[src/rtl/equiv_run_ctrl.sv]
// equiv_run_ctrl: sequencer for the dual-instance equivalence harness.
// It drives a pseudo-random stimulus stream from a 64-bit Galois LFSR into
// both DUT copies and waits out a warm-up window. It then compares y_1 against
// y_2 once per cycle for a bounded run. On the first mismatch it stops and
// latches debug data. A clean run ends in PASS.
//
// Ports:
//   clk, rst          clock; synchronous active-high reset
//   start, seed       launch a run (sampled in IDLE/PASS/FAIL), LFSR seed
//   wire0..wire3      stimulus slices of the LFSR register (unregistered slices)
//   y_1, y_2          outputs of the two DUT instances
//   busy              high in WARMUP or RUN
//   done              one-cycle pulse on entry to PASS or FAIL
//   pass, fail        sticky result flags
//   cycle_cnt         compared cycles completed in the current/last run
//   fail_cycle        RUN cycle index of the first mismatch
//   fail_stim         {wire0,wire1,wire2,wire3} at the mismatch
//   fail_diff         y_1 ^ y_2 at the mismatch
module equiv_run_ctrl #(
  parameter int unsigned Y_W        = 91,
  parameter int unsigned WARMUP     = 4,
  parameter int unsigned MAX_CYCLES = 1024,
  parameter int unsigned CNT_W      = 16
) (
  input  logic             clk,
  input  logic             rst,
  input  logic             start,
  input  logic [63:0]      seed,
  output logic [17:0]      wire3,
  output logic [7:0]       wire2,
  output logic [21:0]      wire1,
  output logic [5:0]       wire0,
  input  logic [Y_W-1:0]   y_1,
  input  logic [Y_W-1:0]   y_2,
  output logic             busy,
  output logic             done,
  output logic             pass,
  output logic             fail,
  output logic [CNT_W-1:0] cycle_cnt,
  output logic [CNT_W-1:0] fail_cycle,
  output logic [53:0]      fail_stim,
  output logic [Y_W-1:0]   fail_diff
);

  localparam int unsigned LFSR_W = 64;
  localparam int unsigned STIM_W = 54;
  localparam logic [LFSR_W-1:0] LFSR_TAPS = 64'hD800_0000_0000_0000;
  localparam logic [LFSR_W-1:0] LFSR_ONE  = 64'h1;
  localparam logic [CNT_W-1:0]  WARM_LAST = CNT_W'(WARMUP - 1);
  localparam logic [CNT_W-1:0]  CNT_LAST  = CNT_W'(MAX_CYCLES - 1);
  localparam logic [CNT_W-1:0]  CNT_FULL  = CNT_W'(MAX_CYCLES);

  typedef enum logic [2:0] {
    S_IDLE   = 3'd0,
    S_WARMUP = 3'd1,
    S_RUN    = 3'd2,
    S_PASS   = 3'd3,
    S_FAIL   = 3'd4
  } state_t;

  state_t state_q, state_d;

  logic [LFSR_W-1:0] lfsr_q, lfsr_d, lfsr_step;
  logic [CNT_W-1:0]  warm_q, warm_d;
  logic [CNT_W-1:0]  cnt_q, cnt_d;
  logic [CNT_W-1:0]  fail_cycle_q, fail_cycle_d;
  logic [STIM_W-1:0] fail_stim_q, fail_stim_d;
  logic [Y_W-1:0]    fail_diff_q, fail_diff_d;
  logic              busy_q, busy_d;
  logic              done_q, done_d;
  logic              pass_q, pass_d;
  logic              fail_q, fail_d;

  logic [STIM_W-1:0] stim;
  logic [Y_W-1:0]    diff;
  logic              mismatch;

  // Stimulus is the low 54 LFSR bits, so {wire0,wire1,wire2,wire3} == lfsr[53:0]
  assign stim      = lfsr_q[STIM_W-1:0];
  assign diff      = y_1 ^ y_2;
  assign mismatch  = (diff != '0);
  assign lfsr_step = {1'b0, lfsr_q[LFSR_W-1:1]} ^ (lfsr_q[0] ? LFSR_TAPS : '0);

  // State register
  always_ff @(posedge clk) begin
    if (rst) begin
      state_q <= S_IDLE;
    end else begin
      state_q <= state_d;
    end
  end

  // Next-state logic; a mismatch on the final cycle takes priority over PASS
  always_comb begin
    state_d = state_q;
    unique case (state_q)
      S_IDLE, S_PASS, S_FAIL: begin
        if (start) state_d = S_WARMUP;
      end
      S_WARMUP: begin
        if (warm_q == WARM_LAST) state_d = S_RUN;
      end
      S_RUN: begin
        if (mismatch) begin
          state_d = S_FAIL;
        end else if (cnt_q == CNT_LAST) begin
          state_d = S_PASS;
        end
      end
      default: state_d = S_IDLE;
    endcase
  end

  // Output / datapath next values, registered below
  always_comb begin
    lfsr_d       = lfsr_q;
    warm_d       = warm_q;
    cnt_d        = cnt_q;
    fail_cycle_d = fail_cycle_q;
    fail_stim_d  = fail_stim_q;
    fail_diff_d  = fail_diff_q;
    done_d       = 1'b0;
    busy_d       = (state_d == S_WARMUP) || (state_d == S_RUN);
    pass_d       = (state_d == S_PASS);
    fail_d       = (state_d == S_FAIL);
    unique case (state_q)
      S_IDLE, S_PASS, S_FAIL: begin
        // Fail capture registers survive a restart until the next mismatch
        if (start) begin
          lfsr_d = (seed == '0) ? LFSR_ONE : seed;
          warm_d = '0;
          cnt_d  = '0;
        end
      end
      S_WARMUP: begin
        lfsr_d = lfsr_step;
        warm_d = warm_q + CNT_W'(1);
      end
      S_RUN: begin
        lfsr_d = lfsr_step;
        if (mismatch) begin
          done_d       = 1'b1;
          fail_cycle_d = cnt_q;
          fail_stim_d  = stim;
          fail_diff_d  = diff;
        end else if (cnt_q == CNT_LAST) begin
          done_d = 1'b1;
          cnt_d  = CNT_FULL;
        end else begin
          cnt_d = cnt_q + CNT_W'(1);
        end
      end
      default: ;
    endcase
  end

  // Datapath and output registers
  always_ff @(posedge clk) begin
    if (rst) begin
      lfsr_q       <= LFSR_ONE;
      warm_q       <= '0;
      cnt_q        <= '0;
      fail_cycle_q <= '0;
      fail_stim_q  <= '0;
      fail_diff_q  <= '0;
      busy_q       <= 1'b0;
      done_q       <= 1'b0;
      pass_q       <= 1'b0;
      fail_q       <= 1'b0;
    end else begin
      lfsr_q       <= lfsr_d;
      warm_q       <= warm_d;
      cnt_q        <= cnt_d;
      fail_cycle_q <= fail_cycle_d;
      fail_stim_q  <= fail_stim_d;
      fail_diff_q  <= fail_diff_d;
      busy_q       <= busy_d;
      done_q       <= done_d;
      pass_q       <= pass_d;
      fail_q       <= fail_d;
    end
  end

  assign wire3      = lfsr_q[17:0];
  assign wire2      = lfsr_q[25:18];
  assign wire1      = lfsr_q[47:26];
  assign wire0      = lfsr_q[53:48];
  assign busy       = busy_q;
  assign done       = done_q;
  assign pass       = pass_q;
  assign fail       = fail_q;
  assign cycle_cnt  = cnt_q;
  assign fail_cycle = fail_cycle_q;
  assign fail_stim  = fail_stim_q;
  assign fail_diff  = fail_diff_q;

endmodule

[config.mk]
export PLATFORM = sky130hd
export DESIGN_NAME = equiv_run_ctrl
export DESIGN_NICKNAME = d
export VERILOG_FILES = /design/src/rtl/equiv_run_ctrl.sv
export SDC_FILE = /design/constraint.sdc
export NUM_CORES = 1
export LEC_CHECK = 0
export ABC_AREA = 1
export BUFFER_PORTS_ARGS = -buffer_cell sky130_fd_sc_hd__buf_2
export CORE_AREA = 4 4 185 187
export CTS_CLUSTER_SIZE = 14
export DETAILED_ROUTE_END_ITERATION = 8
export DIE_AREA = 0 0 189 191
export PLACE_DENSITY = 0.64
export SYNTH_ARGS = -nofsm -noshare
export SYNTH_HDL_FRONTEND = slang
export SYNTH_SLANG_ARGS = --single-unit
[constraint.sdc]
create_clock -name clk -period 4.7 [get_ports clk]
set_input_delay 0.705 -clock clk [delete_from_list [all_inputs] [get_ports clk]]
set_output_delay 0.705 -clock clk [all_outputs]
set_load 0.005 [all_outputs]
==> results of run 1 <==
==> worst max-delay path by stage <==
stage,startpoint,to,depth (start not counted)
after floorplan,y_2[20],fail_stim[48],13
after global placement,y_2[0],fail_diff[86],11
after detailed placement,y_2[0],fail_diff[87],11
after CTS,y_2[0],fail_diff[87],11
after global routing,y_2[0],fail_diff[75],11
final,y_2[0],fail_diff[87],11
==> where the power goes <==
part | switching, mW | internal (mW) | leakage, nW
sequential | 0.0787 | 2.32 | 2.14
combinational | 0.418 | 0.261 | 5.07
clock | 0.955 | 1.56 | 0.524
total | 1.45 | 4.14 | 7.73
==> cells by family after synthesis <==
kind of cell	count (synthesis)
flops	264
buf+inv	294
compound gates	406
xor+xnor	54
fa+ha+maj	2
simple gates	832
==> area by class of cell <==
| cell class | count | area (um2) | share of cell area, % |
|---|---|---|---|
| diodes | 2 | 5.00 | 0.0314 |
| clock buffers | 47 | 926 | 5.82 |
| clock inverters | 9 | 150 | 0.943 |
| inverters | 142 | 541 | 3.40 |
| multi-input cells | 1294 | 5950 | 37.4 |
| flip-flops and latches | 264 | 5290 | 33.2 |
| well taps | 442 | 553 | 3.47 |
| repair buffers | 494 | 2510 | 15.8 |
==> worst min-delay path: cells and delay by family <==
| kind | cells | cell delay [ps] |
|---|---|---|
| simple gates | 1 | 50 |
| buf+inv | 1 | 100 |
| compound gates | 1 | 50 |
==> registers in the layout (all words and copies together), names as in the netlist <==
| name | cells |
|---|---|
| busy | 1 |
| cycle_cnt | 16 |
| done | 1 |
| fail | 1 |
| fail_cycle | 16 |
| fail_diff | 91 |
| fail_stim | 54 |
| lfsr_q | 64 |
| pass | 1 |
| state_q | 3 |
| warm_q | 16 |
==> synth_stat cells (17+ instances only) <==
library cell  number  area (um2)
a21oi_1          208        1040
xor2_1            40         350
nand3_1           34         170
nand2_1          406        1520
nor4_1            17         106
buf_4             60         450
dfxtp_1          264        5290
nand4_1           17         106
inv_1            134         503
clkbuf_1          57         214
o21ai_0          183         916
nor2_1           325        1220
==> per-layer routing <==
metal | wire (um) | vias to the layer above | track usage [%] | share of wire (%)
met1 | 18900 | 6094 | 28.8 | 43
li1 | - | 6631 | - | -
met3 | 2600 | 69 | 4.18 | 5.9
met5 | 7 | - | 0 | 0.016
met4 | 1020 | 2 | 5.21 | 2.3
met2 | 21500 | 398 | 39.7 | 49
==> through the flow <==
stage / power [mW] / setup slack, ps / hold WS [ps] / instance area (um2)
3_3_place_gp: 3.11 / 1120 / 450 / 14800
2_1_floorplan: 2.88 / 2590 / 438 / 12700
6_report: 5.59 / 1670 / 411 / 15900
4_1_cts: 5.65 / 1650 / 386 / 15900
3_5_place_dp: 3.12 / 1070 / 453 / 14800
5_1_grt: 5.84 / 1450 / 401 / 15900
==> results.yml, run 1 <==
yosys:
  synth_compound_area_share_pct: 16.3
  synth_cell_types: 43
  syn_inst: 1852
  synth-xor-area-share_pct: 3.72
  synth_edf_count: 0
  syn_nets: 2103
  avgSynthCellArea_um2: 6.86
  yosysWarnings: 0
  ys_ff_latch: 264
  syn-cell-area_mm2: 0.0127
  yosys.area_share.simple_pct: 26.5
  synth_flop_cell: "dfxtp_1"
  synth-seq-area-share_pct: 41.6
  synthAdderAreaFrac_pct: 0.197
  muxShareOfSynthArea_pct: 0
  synth_top_family_by_area: "simple AND/OR/NAND/NOR gates"
  async_flop_share_pct: 0
sta:
  rsz0062_at_grt: "no"
  fmax_mhz: 329
  fin_crit_ps: 3030
  setup_violations: 0
  drv_slew: 0
  worstMarginPinSlew_ps: 918
  hold_viol: 0
  skew_ps: 9.74
  period_share_pct: 64.6
  fin_tns_setup_ps: 0
  max-slew-margin-rel_pct: 38.8
clock_tree:
  cts_buffers: 30
  cts_hold_buf: 0
  cts_setup_buffers: 0
  htreeDepth: 1
  clkTransAtPathRegs_ps: 60
  root_buffer: "clkbuf_16"
  cts_buffer_depth: 3
  worstSkewPairLatency_ps: 550
  cts_resized: 0
  cts_sinks: 264
  cts_tree: "done"
drt:
  drt_wl_total_mm: 43.9
  drc: 0
  vias: 13200
  drt_iter0_drc: 857
  avgViaCountPerCell: 4.90
  wl_per_cell_um: 16.3
  drtPass1Iterations: 5
  ant_nets: 0
layout:
  layoutNonFillerInstCount: 2694
  layout.nets: 2477
  syn_to_final_growth_pct: 25.2
  layout_commonest_cell: "buf_2"
  final_cell_mix: "buf_2, nand2_1, nor2_1"
  final_util_pct: 49.1
  drive_above_1_share_pct: 25.5
  num-fill-cells: 3330
setup_path:
  path_cells: "buf_2 > xnor2_1 > nand3_1 > nor2_1 > nand2_1 > nor2_1 > nand2_2 > nand2_4 > buf_4 > or2_2 > a21oi_1"
  crit_required_ps: 5100
  r2r_slack_ps: 1910
  cpPeakStageDelay_ps: 680
  worst_setup_path_start_kind: "input port"
  r2r_end: "lfsr_q[1]"
  endpoint_kind: "flop"
  cp_max_fo: 76
  crit_family: "simple AND/OR/NAND/NOR gates"
  arrival_ps: 3440
  worstPathBufferInverterCount: 2
  crit_type: "input port to flop"
  cp_common_cell: "nor2_1"
  reg2reg_depth: 9
  timing.rr.start: "state_q[0]"
  crit_slowest_cell: "buf_4"
global_route:
  grt_pass1_vias: 12200
  overflow: 0
  grt_pass1_wl_mm: 66.8
  track_usage_pct: 22.6
  grt_max_degree: 108
  antenna_found_initial: 3
status:
  outcome: "completed"
placed_design:
  numPlacedInstances: 2636
  io_buffers: 483
  dp_hpwl_mm: 32.2
  gp_congestion: 0.941
floorplanning:
  initial_utilization_pct: 39.2
  die_h_um: 191
  die_w_um: 189
  die_area_mm2: 0.0361
  rows: 66
  core-area_mm2: 0.0325
  io_pins: 484
power_and_ir_drop:
  max-vdd-ir-drop_mv: 0.279
  p_leak_nw: 7.73
  power_density_mw_per_mm2: 351
min_path:
  min_to: "lfsr_q[45]"
  min_from: "seed[45]"
  hold_depth: 3
  min_path_type: "input port to flop"
flow_run:
  max_cap_violations: 0
No activity file was read; power rests on OpenSTA's default activity.
==> run 2, diff against run 1 <==
CORE_AREA = 4 4 184 186   (was 4 4 185 187)
DIE_AREA = 0 0 188 190   (was 0 0 189 191)
PLACE_DENSITY = 0.67   (was 0.64)
clock period = 2.6 ns   (was 4.7 ns; I/O delays follow)
==> run 2 against run 1 <==
Global-route usage increased by 0.75 points. Count of clock-buffer cells in the layout decreased by 5. Largest power group unchanged. Highest routed layer is now met4. First-iteration DRC count increased by 10%. Register-to-register slack got worse by 1700 ps. Clock skew increased by 1.1 ps. Cell area increased by 1.4%.
==> results.yml, run 2 (same netlist as run 1, synthesis figures left out) <==
sta:
  hold_viol: 0
  period_share_pct: 92.6
  skew_ps: 10.8
  max-slew-margin-rel_pct: 23.0
  fin_crit_ps: 2410
  drv_slew: 0
  fmax_mhz: 415
  setup_violations: 0
  worstMarginPinSlew_ps: 1150
  fin_tns_setup_ps: 0
  rsz0062_at_grt: "no"
drt:
  m1WireLength_mm: 18.2
  dr.max_layer_used: "met4"
  ant_nets: 0
  wl_per_cell_um: 16.4
  vias: 13500
  avgViaCountPerCell: 4.98
  wl_met3_mm: 3.00
  drt_iter0_drc: 944
  met2_length_mm: 21.7
  drc: 0
  drt_wl_total_mm: 44.4
  drtPass1Iterations: 5
floorplanning:
  io_pins: 484
  core-area_mm2: 0.0323
  die_area_mm2: 0.0357
  die_w_um: 188
  die_h_um: 190
  rows: 66
  initial_utilization_pct: 39.4
power_and_ir_drop:
  switching_share_pct: 26.1
  finalPower_mw: 10.1
  power_density_mw_per_mm2: 628
  p_sw_mw: 2.64
  clkPwrFrac_pct: 44.9
  max-vdd-ir-drop_mv: 0.441
  p_leak_nw: 7.86
  combPwrFrac_pct: 12.3
  seqPwrFrac_pct: 42.8
  p_int_mw: 7.50
global_route:
  grt_pass1_vias: 12600
  overflow: 0
  grt_pass1_wl_mm: 68.0
  antenna_found_initial: 4
  track_usage_pct: 23.3
  grt_max_degree: 67
clock_tree:
  cts_setup_buffers: 0
  cts_resized: 0
  cts_sinks: 264
  htreeDepth: 1
  cts_tree: "done"
  cts_buffers: 31
  clkTransAtPathRegs_ps: 60
  cts_buffer_depth: 3
  root_buffer: "clkbuf_16"
  cts_hold_buf: 0
  worstSkewPairLatency_ps: 550
setup_path:
  cpPeakStageDelay_ps: 810
  worst_setup_path_start_kind: "flop"
  worstPathBufferInverterCount: 2
  cp_max_fo: 66
  endpoint_kind: "flop"
  path_cells: "nor2_1 > nor2_2 > nor2_2 > inv_2 > nand2_4 > inv_2 > a21oi_1 > a221oi_1"
  crit_type: "flop to flop"
  crit_family: "buffers and inverters"
  crit_slowest_cell: "inv_2"
  arrival_ps: 2850
  crit_required_ps: 3040
layout:
  final_util_pct: 50.0
  syn_to_final_growth_pct: 27.0
  layout.nets: 2492
  drive_above_1_share_pct: 26.1
  largest_reg_flops: 91
  layout_commonest_cell: "buf_2"
  final_cell_mix: "buf_2, nand2_1, nor2_1"
status:
  outcome: "completed"
placed_design:
  dp_hpwl_mm: 33.4
  io_buffers: 483
  gp_congestion: 0.939
flow_run:
  max_cap_violations: 0
min_path:
  min_path_type: "input port to flop"
[run 2: changes by cell type in the layout (fill, tap and decap cells not counted), sizes merged]
cell      delta
buf         +14
inv          +1
clkbuf       -5
diode        +2
clkinvlp     -1
clkinv       +4
[run 2: layer usage]
layer,GRT usage (%),up-vias
met2,40.3,520
met5,0,-
met1,28.8,6210
li1,-,6667
met4,8.30,0
met3,4.90,95
[run 2: power by group through the flow]
stage | Clock, mW | Combinational [mW] | Sequential, mW
after CTS | 4.63 | 1.25 | 4.34
after detailed placement | 0 | 1.24 | 4.42
after global routing | 4.81 | 1.40 | 4.36
after floorplan | 0 | 0.839 | 4.37
after global placement | 0 | 1.23 | 4.42
final | 4.55 | 1.25 | 4.34
[run 2: per-stage QoR]
stage | hold WS [ps] | worst slack, ps | instance area, um2 | std cells
2_1_floorplan | 438 | 789 | 12700 | 1852
3_3_place_gp | 447 | 155 | 15000 | 2650
3_5_place_dp | 453 | 162 | 15000 | 2650
4_1_cts | 77.3 | 210 | 16100 | 2705
5_1_grt | 82.5 | 46.5 | 16100 | 2708
6_report | 100 | 191 | 16100 | 2709
[run 2: final timing paths]
check	slack, ps	endpoint	cells past startpoint	startpoint
worst max register to register	190	lfsr_q[1]	8	state_q[0]
worst min register to register	460	fail_diff[57]	2	fail_diff[57]
worst min-delay path	100	lfsr_q[27]	3	seed[27]
worst max-delay path	190	lfsr_q[1]	8	state_q[0]
[run 2: final cells by class]
cell class	count	area, um2
diodes	4	10.0
clock buffers	42	907
clock inverters	13	175
fillers	3303	16200
inverters	142	541
multi-input cells	1294	5950
flip-flops and latches	264	5290
well taps	442	553
repair buffers	508	2720
[run 2: worst min-delay path, cell delays in order]
cell and delay, ps:
buf_2 110, nand2_1 60, a21oi_1 50
==> run 3, diff against run 2 <==
CTS_BUF_LIST = sky130_fd_sc_hd__clkbuf_16   (was default)
==> run 3 against run 2 <==
First-iteration DRC count down 0.42%. Largest cell class unchanged. Cell area down 0.56%. Die area unchanged. Power down 2.9%. Largest power group is now registers. Sequential cell count unchanged. Sequential power about the same. Non-clock buffer count unchanged. Clock skew down 1.8 ps. Fmax down 0.26%.
==> results.yml, run 3 (same netlist as run 1, synthesis figures left out) <==
clock_tree:
  htreeDepth: 1
  cts_tree: "done"
  cts_buffer_depth: 3
  cts_resized: 0
  root_buffer: "clkbuf_16"
  cts_setup_buffers: 0
  worstSkewPairLatency_ps: 550
  clkTransAtPathRegs_ps: 60
  cts_buffers: 31
  cts_sinks: 264
  cts_hold_buf: 0
setup_path:
  cpPeakStageDelay_ps: 820
  crit_type: "flop to flop"
  endpoint_kind: "flop"
  worst_setup_path_start_kind: "flop"
  r2r_end: "lfsr_q[1]"
  arrival_ps: 2860
  r2r_slack_ps: 180
  cp_max_fo: 66
  timing.rr.start: "state_q[0]"
  crit_slowest_cell: "inv_2"
  crit_required_ps: 3040
  endpoint: "lfsr_q[1]"
  reg2reg_depth: 8
  path_cells: "nor2_1 > nor2_2 > nor2_2 > inv_2 > nand2_4 > inv_2 > a21oi_1 > a221oi_1"
  crit_start: "state_q[0]"
floorplanning:
  initial_utilization_pct: 39.4
  core-area_mm2: 0.0323
  die_area_mm2: 0.0357
  die_w_um: 188
  io_pins: 484
  rows: 66
  die_h_um: 190
global_route:
  grt_pass1_vias: 12600
  track_usage_pct: 23.3
  met3_usage_pct: 4.90
  antenna_found_initial: 4
  grt_util_met2_pct: 40.4
  grt_max_degree: 67
  grt.busiest_layer: "met2"
  grt_use_met1_pct: 28.8
  overflow: 0
  grt_pass1_wl_mm: 68.1
drt:
  drt_wl_total_mm: 44.4
  drc: 0
  vias: 13500
  ant_nets: 0
  wl_per_cell_um: 16.4
  drtPass1Iterations: 5
  avgViaCountPerCell: 4.97
  drt_iter0_drc: 940
sta:
  worstMarginPinSlew_ps: 1170
  fin_crit_ps: 2420
  fmax_mhz: 414
  finalWorstSetupSlack_ps: 185
  period_share_pct: 92.9
  hold_viol: 0
  rsz0062_at_grt: "no"
  setup_violations: 0
  fin_tns_setup_ps: 0
  drv_slew: 0
  skew_ps: 9.01
  max-slew-margin-rel_pct: 22.2
placed_design:
  gp_congestion: 0.939
  io_buffers: 483
  place_ws_ps: 162
  dp_hpwl_mm: 33.4
  dpl_cell_area_mm2: 0.0150
min_path:
  min_path_type: "input port to flop"
layout:
  regArea_mm2: 0.00529
  layout.nets: 2492
  num-fill-cells: 3319
  layout_commonest_cell: "buf_2"
  syn_to_final_growth_pct: 26.2
  multiInputGateArea_mm2: 0.00595
  design_area_mm2: 0.0160
  drive_above_1_share_pct: 25.7
  largest_reg_flops: 91
  final_cell_mix: "buf_2, nand2_1, nor2_1"
power_and_ir_drop:
  p_int_mw: 7.22
  p_sw_mw: 2.62
  p_leak_nw: 7.82
  switching_share_pct: 26.6
  max-vdd-ir-drop_mv: 0.439
  seqPwrFrac_pct: 44.1
  combPwrFrac_pct: 12.7
  power_density_mw_per_mm2: 614
  clkPwrFrac_pct: 43.2
status:
  outcome: "completed"
flow_run:
  max_cap_violations: 0
run 3: power groups by stage:
stage | sequential [mW] | clock, mW | combinational, mW
after floorplan | 4.37 | 0 | 0.839
after global placement | 4.42 | 0 | 1.23
after detailed placement | 4.42 | 0 | 1.24
after CTS | 4.34 | 4.35 | 1.25
after global routing | 4.36 | 4.52 | 1.40
final | 4.34 | 4.26 | 1.25
run 3: worst min-delay path by stage:
stage,startpoint,cells after the start,slack [ps],end
after floorplan,warm_q[15],2,440,warm_q[15]
after global placement,warm_q[15],2,450,warm_q[15]
after detailed placement,fail_diff[57],2,450,fail_diff[57]
after CTS,seed[56],3,80,lfsr_q[56]
after global routing,seed[27],3,80,lfsr_q[27]
final,seed[27],3,100,lfsr_q[27]
run 3: metrics by stage:
stage          cells  hold WS, ps  util [%]  power, mW
2_1_floorplan   1852          438         -       5.21
3_3_place_gp    2650          447      46.6       5.64
3_5_place_dp    2650          453      46.6       5.67
4_1_cts         2705         77.3      49.7       9.93
5_1_grt         2708         82.7      49.7       10.3
6_report        2709          103      49.7       9.84
run 3: area by class of cell:
| class | instances | share of cell area (%) |
|---|---|---|
| Timing Repair Buffer | 508 | 16.9 |
| Inverter | 142 | 3.37 |
| Clock buffer | 31 | 4.83 |
| Tap cell | 442 | 3.45 |
| Clock inverter | 24 | 1.35 |
| Antenna cell | 4 | 0.0624 |
| Multi-Input combinational cell | 1294 | 37.1 |
| Sequential cell | 264 | 32.9 |
run 3: critical path, delay by kind of cell (launching register included):
kind / cells / cell delay, ps
buf+inv: 2 / 980
flops: 1 / 440
simple gates: 4 / 440
compound gates: 2 / 430
run 3: layer usage:
layer | share of wire, % | vias to the layer above
met5 | 0 | -
met4 | 3.4 | 0
met3 | 6.5 | 95
met2 | 49 | 485
met1 | 41 | 6207
li1 | - | 6673
